## config.mk

```make
export PLATFORM = sky130hd
export DESIGN_NAME = cfu_simd_mac
export DESIGN_NICKNAME = d
export VERILOG_FILES = /design/src/rtl/cfu_pkg.sv /design/src/rtl/cfu_simd_dot.sv /design/src/rtl/cfu_simd_mac.sv
export SDC_FILE = /design/constraint.sdc
export NUM_CORES = 1
export LEC_CHECK = 0
export CORE_MARGIN = 4
export CORE_UTILIZATION = 45
export DETAILED_ROUTE_END_ITERATION = 10
export GPL_ROUTABILITY_DRIVEN = 0
export GPL_TIMING_DRIVEN = 0
export PLACE_DENSITY = 0.72
export SKIP_CTS_REPAIR_TIMING = 1
export SYNTH_ARGS = -nofsm -noshare
export SYNTH_HDL_FRONTEND = slang
export SYNTH_SLANG_ARGS = --single-unit
```

## constraint.sdc

```tcl
create_clock -name clk_i -period 19 [get_ports clk_i]
set_input_delay 5.7 -clock clk_i [delete_from_list [all_inputs] [get_ports clk_i]]
set_output_delay 5.7 -clock clk_i [all_outputs]
set_load 0.01 [all_outputs]
```

## src/rtl/cfu_pkg.sv

```systemverilog
// cfu_pkg: opcodes, FSM encodings and latency constants shared by the CFU.
package cfu_pkg;
  localparam logic [2:0] OP_ADD    = 3'd0;
  localparam logic [2:0] OP_DOT    = 3'd1;
  localparam logic [2:0] OP_MAC    = 3'd2;
  localparam logic [2:0] OP_ACC_RD = 3'd3;
  localparam logic [2:0] OP_ACC_WR = 3'd4;
  localparam int SHORT_LAT = 1;
  typedef enum logic [1:0] {IDLE = 2'd0, EXEC = 2'd1, DONE = 2'd2} state_t;
  function automatic logic is_long(input logic [2:0] f3, input logic [6:0] f7);
    return f7 == '0 && (f3 == OP_DOT || f3 == OP_MAC);
  endfunction
endpackage

```

## src/rtl/cfu_simd_dot.sv

```systemverilog
// cfu_simd_dot: signed packed-SIMD dot product with a fixed MUL_STAGES-cycle latency.
module cfu_simd_dot #(
  parameter int XLEN       = 32,
  parameter int LANE_W     = 8,
  parameter int MUL_STAGES = 2
) (
  input  logic            clk_i,
  input  logic [XLEN-1:0] a_i,
  input  logic [XLEN-1:0] b_i,
  output logic [XLEN-1:0] dot_o
);
  localparam int LANES = XLEN / LANE_W;
  localparam int PW    = 2 * LANE_W;
  localparam int SW    = PW + $clog2(LANES);
  logic signed [PW-1:0] prod [LANES];
  logic signed [PW-1:0] pipe [MUL_STAGES][LANES];
  logic signed [SW-1:0] sum;
  always_comb begin
    for (int l = 0; l < LANES; l++)
      prod[l] = PW'($signed(a_i[l*LANE_W +: LANE_W])) * PW'($signed(b_i[l*LANE_W +: LANE_W]));
  end
  always_ff @(posedge clk_i) begin
    pipe[0] <= prod;
    for (int s = 1; s < MUL_STAGES; s++) pipe[s] <= pipe[s-1];
  end
  // Adder tree sits after the last register so the sum is never wider-than-needed in flops.
  always_comb begin
    sum = '0;
    for (int l = 0; l < LANES; l++) sum = sum + SW'(pipe[MUL_STAGES-1][l]);
  end
  assign dot_o = XLEN'(sum);
endmodule

```

## src/rtl/cfu_simd_mac.sv

```systemverilog
// cfu_simd_mac: CFU with scalar add, SIMD dot product and accumulator MAC behind a stall handshake.
module cfu_simd_mac
  import cfu_pkg::*;
#(
  parameter int XLEN       = 32,
  parameter int LANE_W     = 8,
  parameter int MUL_STAGES = 2
) (
  input  logic            clk_i,
  input  logic            rst_ni,
  input  logic            en_i,
  input  logic [2:0]      funct3_i,
  input  logic [6:0]      funct7_i,
  input  logic [XLEN-1:0] src1_i,
  input  logic [XLEN-1:0] src2_i,
  output logic            stall_o,
  output logic [XLEN-1:0] rslt_o
);
  localparam int CW = $clog2(MUL_STAGES + 2);
  state_t state_q, state_d;
  logic [CW-1:0] cnt_q;
  logic [2:0] f3_q;
  logic [6:0] f7_q;
  logic [XLEN-1:0] s1_q, s2_q, acc_q, dot, mac, res, rslt_q;
  logic stall_q, issue, finish, legal;
  cfu_simd_dot #(.XLEN(XLEN), .LANE_W(LANE_W), .MUL_STAGES(MUL_STAGES)) u_dot (
    .clk_i(clk_i),
    .a_i  (s1_q),
    .b_i  (s2_q),
    .dot_o(dot)
  );
  assign issue  = en_i && state_q != EXEC;
  assign finish = state_q == EXEC && cnt_q == '0;
  assign legal  = f7_q == '0;
  assign mac    = acc_q + dot;
  always_ff @(posedge clk_i) begin
    if (!rst_ni) state_q <= IDLE;
    else         state_q <= state_d;
  end
  always_comb state_d = state_q == EXEC ? (cnt_q == '0 ? DONE : EXEC) : (en_i ? EXEC : IDLE);
  always_comb begin
    res = !legal                  ? '0 :
          f3_q == OP_ADD          ? s1_q + s2_q :
          f3_q == OP_DOT          ? dot :
          f3_q == OP_MAC          ? mac :
          f3_q == OP_ACC_RD ||
          f3_q == OP_ACC_WR       ? acc_q : '0;
  end
  always_ff @(posedge clk_i) begin
    if (!rst_ni) begin
      cnt_q   <= '0;
      f3_q    <= '0;
      f7_q    <= '0;
      s1_q    <= '0;
      s2_q    <= '0;
      acc_q   <= '0;
      rslt_q  <= '0;
      stall_q <= 1'b0;
    end else begin
      stall_q <= state_d == EXEC;
      rslt_q  <= finish ? res : '0;
      if (finish && legal && f3_q == OP_MAC)         acc_q <= mac;
      else if (finish && legal && f3_q == OP_ACC_WR) acc_q <= s1_q;
      if (issue) begin
        f3_q  <= funct3_i;
        f7_q  <= funct7_i;
        s1_q  <= src1_i;
        s2_q  <= src2_i;
        cnt_q <= is_long(funct3_i, funct7_i) ? CW'(MUL_STAGES) : CW'(SHORT_LAT - 1);
      end else if (state_q == EXEC && cnt_q != '0) begin
        cnt_q <= cnt_q - CW'(1);
      end
    end
  end
  assign stall_o = stall_q;
  assign rslt_o  = rslt_q;
endmodule

```

==> results.tsv <==
stage	metric	value	unit
status	status	complete, no violations	
worst_setup_path	timing.rr.end	acc_q[31]$_SDFFE_PN0P_	
place	io_buffers	109	
worst_setup_path	slowest_stage	clkbuf_1	
global_route	grt_pass1_wl	103	mm
timing	hold_viol_final	0	
global_route	grt_max_degree	15	
clock_tree	cts.sinks	270	
logic_synthesis	synth_commonest_cells	inv_1 (396), nand2_1 (305), dfxtp_1 (270), fa_1 (255), ha_1 (205)	
global_route	grt_busiest_layer	met2	
global_route	grt_antenna_before_repair	0	
die	die_h	232	um
timing	worst_slack	11.17	ns
worst_setup_path	path_common_cell	clkbuf_1	
logic_synthesis	synthesis.nets	3042	
worst_setup_path	crit_fanout	10	
timing	fin_setup_tns	0	ns
global_route	grt_usage	24.5	%
timing	max-slew-margin-rel	31.6	%
logic_synthesis	ys.flop_type	dfxtp_1	
routing	vias	18442	
worst_setup_path	crit_type	in -> reg	
power_and_ir_drop	seq_power_share	26.5	%
routing	drt_first_iter_violations	1819	
power_and_ir_drop	clock_power_share	24.9	%
worst_setup_path	r2r_setup_slack	11.82	ns
power_and_ir_drop	ir_drop	0.0000878	V
worst_setup_path	cp-start-kind	input pin	
clock_tree	clkTransAtPathRegs	0.06	ns
logic_synthesis	netlist_top_cells_area	dfxtp_1 (24%), fa_1 (23%), ha_1 (11%), inv_1 (6.6%), nand2_1 (5.1%)	
die	core	49300	um2
global_route	grtUsageMet3	5.04	%
worst_setup_path	cp_data_arrival_time	8.33	ns
die	dieArea	53900	um2
routing	drt-total-wl	66.5	mm
worst_setup_path	end_kind	flop	
timing	rsz0062_at_grt	no	
timing	fin_crit_sh	41.2	%
power_and_ir_drop	p_sw_share	43.0	%
logic_synthesis	yosysMostFrequentCell	inv_1	
logic_synthesis	ys_seq_elements	270	
hold_path	hp-start	u_dot.pipe[0][43]$_DFF_P_	
worst_setup_path	critPathTopFamily	buffers and inverters	
finish	antenna_cells	0	
global_route	grt_overflow	0	
power_and_ir_drop	p_int	1420	uW
power_and_ir_drop	power_frac_comb	48.7	%
logic_synthesis	yosysSeqAreaShare	23.9	%
hold_path	hp-class	reg -> reg	
worst_setup_path	crit_required	19.50	ns
die	initial_core_util	45.9	%
worst_setup_path	reg2reg_from	u_dot.pipe[0][81]$_DFF_P_	
logic_synthesis	synth_warnings	0	
place	dp_slack	10.62	ns
clock_tree	cts_tree	yes	
hold_path	min_path_cells	0	
die	rows	81	
die	die_width	232	um
worst_setup_path	critical_path_buf_inv_count	4	
logic_synthesis	async_flop_share	0	%
clock_tree	clock_latency	0.60	ns
routing	wl_per_cell	19.9	um
power_and_ir_drop	power.density	97.3	nW/um2
routing	ant_nets	0	
global_route	met1_usage	31.7	%
logic_synthesis	synth_area	22600	um2
finish	final_util	52.0	%
clock_tree	cts_buffer_depth	3	
place	dp_hpwl	53.3	mm
timing	setup_viol	0	
routing	drc	0	
worst_setup_path	r2r_cells	27	
timing	skew	0.0334	ns
finish	syn2layout_area_growth	13.3	%
worst_setup_path	crit_chain	clkdlybuf4s50_1 > and2_1 > clkbuf_1 > clkbuf_1 > buf_1 > nand2_1 > a21boi_0	
routing	firstDrtPassIters	7	
routing	vias_per_cell	5.53	
global_route	met2_usage	40.1	%
logic_synthesis	synth.avg_cell_area	9.02	um2
global_route	grt_pass1_vias	18809	
logic_synthesis	synth_top_area_share	23.9	%
logic_synthesis	syn_inst	2505	
clock_tree	cts_root_buf	clkbuf_16	
clock_tree	cts_buffers	31	
timing	period_needed	7.83	ns
clock_tree	htreeDepth	1	
hold_path	min_to	u_dot.pipe[0][107]$_DFF_P_	
power_and_ir_drop	switchingPower	1070	uW
die	io_pins	110	
worst_setup_path	crit_path_max_incr_delay	0.69	ns
timing	slew_viol_final	0	
logic_synthesis	synth_cell_types	63	
timing	worst_pin_slew	1.00	ns
finish	drive_gt1_share	2.40	%
finish	fin_nets	3185	
power_and_ir_drop	leakagePower	0.0116	uW
logic_synthesis	synth_edf_count	0	
logic_synthesis	yosysTopAreaCell	dfxtp_1	
timing	max_freq	0.128	GHz
job	drv_cap	0	
-- sequential cells by signal, indices dropped and copies added (netlist names) --
register    cells
acc_q          32
s2_q           32
rslt_o         32
f3_q            3
u_dot.pipe    128
state_q         2
s1_q           32
f7_q            7
cnt_q           2
-- worst register-to-register path, delay by kind of cell, from the launching register on --
family	cells	cell delay [ns]
compound gates	11	2.26
fa+ha+maj	5	1.88
xor+xnor	2	0.92
buf+inv	5	0.83
simple gates	4	0.77
flops	1	0.39
-- per-stage QoR --
stage	hold WS (ns)	instance area, um2	total power, uW	std cells
after floorplan	0.310	22600	1490	2505
after global placement	0.310	24500	1780	3278
after detailed placement	0.312	24500	1830	3279
after CTS	0.325	25600	2450	3336
after global routing	0.331	25600	2620	3336
final	0.322	25600	2490	3336
-- kinds of logic after synthesis --
logic type               count (synthesis)  share of synthesized area [%]
adder cells (fa/ha/maj)                460                           33.9
AND/OR/NAND/NOR                        687                           14.4
AO/OA/AOI/OAI                          469                           14.3
flip-flops                             270                           23.9
buffers and inverters                  480                           7.98
XOR/XNOR                               139                           5.39
-- cell usage in the layout, fill, tap and decap left out, drive strengths merged, types with 19 or more instances in the layout --
cell type | netlist | final
inv | 396 | 400
nand2 | 305 | 305
dfxtp | 270 | 270
fa | 255 | 255
ha | 205 | 205
and2 | 142 | 142
clkbuf | 75 | 112
clkdlybuf4s50 | 0 | 109
a21oi | 108 | 108
nor2 | 93 | 93
xnor2 | 93 | 93
a21boi | 84 | 84
o21ai | 63 | 63
xor2 | 46 | 46
a21o | 45 | 45
nand2b | 38 | 38
nand3 | 22 | 22
a211oi | 22 | 22
nor2b | 20 | 20
a221oi | 19 | 19
o211a | 19 | 19
-- power groups by stage --
| stage | sequential [uW] | clock (uW) | combinational [uW] |
|---|---|---|---|
| floorplan | 652 | 0 | 841 |
| global placement | 670 | 0 | 1110 |
| detailed placement | 671 | 0 | 1160 |
| CTS | 659 | 626 | 1170 |
| global route | 664 | 647 | 1310 |
| finish | 660 | 619 | 1210 |
-- routing by layer --
| layer | vias to the layer above | routed length (um) |
|---|---|---|
| li1 | 8392 | - |
| met2 | 930 | 30300 |
| met3 | 210 | 6760 |
| met5 | - | 0 |
| met4 | 0 | 3310 |
| met1 | 8910 | 26100 |
-- layout make-up --
| cell class | instances | area, um2 |
|---|---|---|
| Fill cell | 4525 | 23700 |
| Multi-Input combinational cell | 1755 | 15400 |
| Buffer | 84 | 317 |
| Timing Repair Buffer | 110 | 1100 |
| Tap cell | 664 | 831 |
| Inverter | 396 | 1490 |
| Sequential cell | 270 | 5410 |
| Clock inverter | 20 | 229 |
| Clock buffer | 37 | 828 |
-- how the worst max path moves through the flow --
stage                     from                     to  cells past startpoint
after global routing      en_i   s1_q[7]$_SDFFE_PN0P_                      7
after floorplan           en_i   s1_q[0]$_SDFFE_PN0P_                      6
after CTS                 en_i   s1_q[5]$_SDFFE_PN0P_                      7
final                     en_i   s1_q[5]$_SDFFE_PN0P_                      7
after global placement    en_i  s1_q[11]$_SDFFE_PN0P_                      7
after detailed placement  en_i   s1_q[7]$_SDFFE_PN0P_                      7
Note: power is estimated with default switching activity, not from simulation.
